File: config.mk
export PLATFORM = sky130hd
export DESIGN_NAME = logic_unit_pipe
export DESIGN_NICKNAME = d
export VERILOG_FILES = /design/src/rtl/logic_unit_pipe.sv
export SDC_FILE = /design/constraint.sdc
export NUM_CORES = 1
export LEC_CHECK = 0
export CAP_MARGIN = 20
export CELL_PAD_IN_SITES_DETAIL_PLACEMENT = 2
export CELL_PAD_IN_SITES_GLOBAL_PLACEMENT = 2
export CORE_MARGIN = 2
export CORE_UTILIZATION = 32
export CTS_CLUSTER_SIZE = 30
export DETAILED_ROUTE_END_ITERATION = 10
export GPL_ROUTABILITY_DRIVEN = 0
export PLACE_DENSITY_LB_ADDON = 0.25
export SLEW_MARGIN = 5
export SYNTH_ARGS = -nofsm -noshare
export SYNTH_HDL_FRONTEND = slang
export SYNTH_SLANG_ARGS = --single-unit
File: constraint.sdc
create_clock -name clk -period 3.2 [get_ports clk]
set_input_delay 0.48 -clock clk [delete_from_list [all_inputs] [get_ports clk]]
set_output_delay 0.48 -clock clk [all_outputs]
set_load 0.005 [all_outputs]
File: src/rtl/logic_unit_pipe.sv
// Registered bitwise logic unit with valid/ready handshake, optional accumulate
// mode (operand B from the previous result), result flags and a saturating beat counter.
module logic_unit_pipe #(
  parameter int W     = 8,
  parameter int CNT_W = 16
) (
  input  logic             clk,
  input  logic             rst_n,
  input  logic             in_valid,
  output logic             in_ready,
  input  logic [W-1:0]     in_a,
  input  logic [W-1:0]     in_b,
  input  logic [2:0]       in_op,
  input  logic             in_acc,
  input  logic             acc_clr,
  output logic             out_valid,
  input  logic             out_ready,
  output logic [W-1:0]     out_data,
  output logic             out_zero,
  output logic             out_parity,
  output logic [CNT_W-1:0] out_count
);

  logic             valid_q, valid_d;
  logic [W-1:0]     data_q, data_d;
  logic             zero_q, zero_d;
  logic             parity_q, parity_d;
  logic [CNT_W-1:0] count_q, count_d;
  logic [W-1:0]     acc_q, acc_d;
  logic [W-1:0]     b_eff;
  logic [W-1:0]     result;
  logic             accept;

  assign in_ready = !valid_q || out_ready;
  assign accept   = in_valid && in_ready;

  // acc_clr on an accumulate beat substitutes zero for the stored accumulator
  always_comb begin
    b_eff = in_acc ? (acc_clr ? '0 : acc_q) : in_b;
    case (in_op)
      3'b000:  result = in_a & b_eff;
      3'b001:  result = in_a | b_eff;
      3'b010:  result = in_a ^ b_eff;
      3'b011:  result = ~in_a;
      3'b100:  result = ~(in_a & b_eff);
      3'b101:  result = ~(in_a | b_eff);
      3'b110:  result = ~(in_a ^ b_eff);
      default: result = in_a;
    endcase
  end

  always_comb begin
    valid_d  = valid_q;
    data_d   = data_q;
    zero_d   = zero_q;
    parity_d = parity_q;
    count_d  = count_q;
    acc_d    = acc_q;
    if (accept) begin
      valid_d  = 1'b1;
      data_d   = result;
      zero_d   = (result == '0);
      parity_d = ^result;
      acc_d    = result;
      if (count_q != {CNT_W{1'b1}}) begin
        count_d = count_q + CNT_W'(1);
      end
    end else begin
      if (out_ready) begin
        valid_d = 1'b0;
      end
      if (acc_clr) begin
        acc_d = '0;
      end
    end
  end

  always_ff @(posedge clk or negedge rst_n) begin
    if (!rst_n) begin
      valid_q  <= 1'b0;
      data_q   <= '0;
      zero_q   <= 1'b0;
      parity_q <= 1'b0;
      count_q  <= '0;
      acc_q    <= '0;
    end else begin
      valid_q  <= valid_d;
      data_q   <= data_d;
      zero_q   <= zero_d;
      parity_q <= parity_d;
      count_q  <= count_d;
      acc_q    <= acc_d;
    end
  end

  assign out_valid  = valid_q;
  assign out_data   = data_q;
  assign out_zero   = zero_q;
  assign out_parity = parity_q;
  assign out_count  = count_q;

endmodule

==> run metrics, run 1 <==
r2r startpoint=acc_q[0]; synth unique cells=38; Final setup violation count=0; Final Max Tran Viols=0; startpoint type of the worst setup path=input port; simple-gate portion of the synthesized area=0.191; most common flop cell mapped by yosys=dfrtp_1; Worst Tran Pin Value=448 ps; Clock Latency Late Sink=290 ps; number of synthesized register bits=35; layout cell share with drive strength beyond 1=0.241; vias in the first global route=2099; status=finished clean; CTS tree=built; initial drt markers=29; diode count=0; Max VDD drop=0.000172 V; mux cell area share after synthesis=0.137; critical path class=in -> reg; placed insts=382; Syn-to-layout area delta=33.6%; unrepaired setup endpoints after global routing=false; Synth Area in XOR/XNOR=0.0963; GRT Total Usage=0.155; Longest Clk Path Bufs=2; CTS root buf=clkbuf_8; CP Launch Point=in_acc; Hold Vio Cnt, Final=0; Post-Syn Nets=270; post-CTS setup buffer count=0; crit share post-route=0.944; Post-Syn Area per Cell=10.9 um2; post-route cell area=3260 um2; crit-path cells=clkdlybuf4s50_1 -> buf_12 -> mux2_2 -> inv_1 -> ha_1 -> mux4_2 -> xnor2_2 -> ha_1 -> xnor2_1 -> xnor2_1 -> o21ai_0; R2R Setup Slk=560 ps; final core occ=0.445; Crit. End Element=register; count of input and output buffers=52; grt ovf=0; Seq/Total Area, Yosys=0.359; Setup crit end=out_parity; Nets=336; Area after DPL=3160 um2; drt first pass iters=4; Post-synth EDFFs=0; leak pwr=1.48 nW; largest net degree at the start of global routing=36; Critical Path Max Stage Delay=510 ps; Final HPWL DP=5010 um; number of H-tree levels=2; clk sinks=35; post-cts sizing count=0; Worst Clk Skew=3.68 ps; ys async rst share=1.00; Avg Vias per Cell=4.83; Post-Synthesis Cells=224; post-route insts no fill=390; initial antenna violation count=0; # IOs=53; relative slew slack=0.701; synthesized area=2440 um2; # rows=31; Synth Area in Adders=0.108; via count=1882; cts bufs inserted=5; Initial Util=0.333; total core area=7330 um2; Max-Cap Viols=0; slowest CP cell=clkdlybuf4s50_1; die area=8350 um2; Synth Area in Compound Gates=0.0517; WL final=6090 um; die height=91.4 um; largest family of logic cells by synthesized area=simple AND/OR/NAND/NOR gates; Register-to-Register Path Depth=10; pwr dens=471 nW/um2; post-layout min period=3020 ps; drt wl/cell=15.6 um; commonest cells after routing, fill and taps aside=clkdlybuf4s50_1 (52), dfrtp_1 (35), nand2_1 (26); DR DRC count=0; ANT nets after route=0; Reg clk slew, reported paths=70 ps; max frequency=0.331 GHz; HP Class=reg -> reg; CP max FO=8; commonest non-fill, non-tap cell in the layout=clkdlybuf4s50_1; Req. time, crit path=3370 ps; Worst R2R End=out_parity; Die Width=91.4 um; first-pass GRT wire length=10500 um; yosys warns=0; Worst EP arrival=3190 ps; CTS Hold Bufs=0
## how the worst min path moves through the flow
stage / startpoint / end / slack (ps) / cells after the start
5_1_grt: out_data[0] / out_data[0] / 520 / 2
3_3_place_gp: out_data[0] / out_data[0] / 470 / 2
4_1_cts: out_data[0] / out_data[0] / 490 / 2
6_report: out_data[0] / out_data[0] / 480 / 2
2_1_floorplan: rst_n / acc_q[0] / 180 / 0
3_5_place_dp: out_data[0] / out_data[0] / 470 / 2
## per-layer routing
layer	wire, um	global-route usage	vias up
met4	59	0.0379	0
met1	2510	0.177	945
li1	-	-	891
met3	210	0.0266	5
met2	3310	0.296	41
met5	0	0	-
## through the flow
| step | hold slack (ps) | TNS (ps) | setup WS, ps | total power, W |
|---|---|---|---|---|
| 2_1_floorplan | 184 | 0 | 378 | 0.000911 |
| 3_3_place_gp | 465 | -31.5 | -31.5 | 0.00119 |
| 3_5_place_dp | 474 | -183 | -183 | 0.00123 |
| 4_1_cts | 490 | 0 | 116 | 0.00155 |
| 5_1_grt | 519 | 0 | 13.7 | 0.00165 |
| 6_report | 485 | 0 | 179 | 0.00154 |
## logic make-up (layout without fill, tap and decap cells)
| family | count (synthesis) | in the layout |
|---|---|---|
| compound gates | 24 | 24 |
| xor+xnor | 20 | 20 |
| fa+ha+maj | 21 | 21 |
| buf+inv | 33 | 100 |
| flops | 35 | 35 |
| mux | 21 | 21 |
| simple gates | 70 | 70 |
## where the power goes
group          internal [W]  switching (W)  total [W]
combinational      0.000359       0.000242   0.000602
sequential         0.000526      0.0000900   0.000616
clock              0.000152       0.000167   0.000319
total               0.00104       0.000499    0.00154
## layout make-up
class	instances	area, um2
flip-flops and latches	35	876
fillers	769	4070
clock buffers	6	72.6
clock inverters	2	12.5
well taps	99	124
inverters	25	93.8
multi-input cells	156	1440
repair buffers	67	646
## sequential cells by signal, summed over array words and instances (netlist names)
name,cells
out_count,16
acc_q,8
out_parity,1
out_data,8
out_zero,1
out_valid,1
## cells in the mapped netlist, drive strengths merged (3+ instances only)
cell type | number | area share
nor2 | 5 | 0.0087
xor2 | 7 | 0.025
dfrtp | 35 | 0.36
clkbuf | 3 | 0.0046
nand2b | 4 | 0.013
mux2 | 13 | 0.063
and4 | 3 | 0.012
nor2b | 9 | 0.026
nand3 | 3 | 0.011
nand4 | 9 | 0.033
nand2 | 26 | 0.040
xnor2 | 13 | 0.071
mux4 | 8 | 0.074
o21ai | 21 | 0.043
nor3 | 4 | 0.013
inv | 25 | 0.038
ha | 21 | 0.11
buf | 5 | 0.015
## critical path, delay by kind of cell
kind | cells | cell delay [ps]
xor+xnor | 3 | 540
mux | 2 | 820
compound gates | 1 | 90
fa+ha+maj | 2 | 550
buf+inv | 3 | 710
Note: power is estimated with default switching activity, not from simulation.
==> inputs of run 2 (changes only) <==
- HOLD_SLACK_MARGIN: unset -> 0.02
==> results of run 2 <==
No change in the layout: final DEF, timing and power equal those of run 1.
==> inputs of run 3 (changes only) <==
- SLEW_MARGIN: 5 -> unset
==> results of run 3 <==
No change in the layout: final DEF, timing and power equal those of run 1.
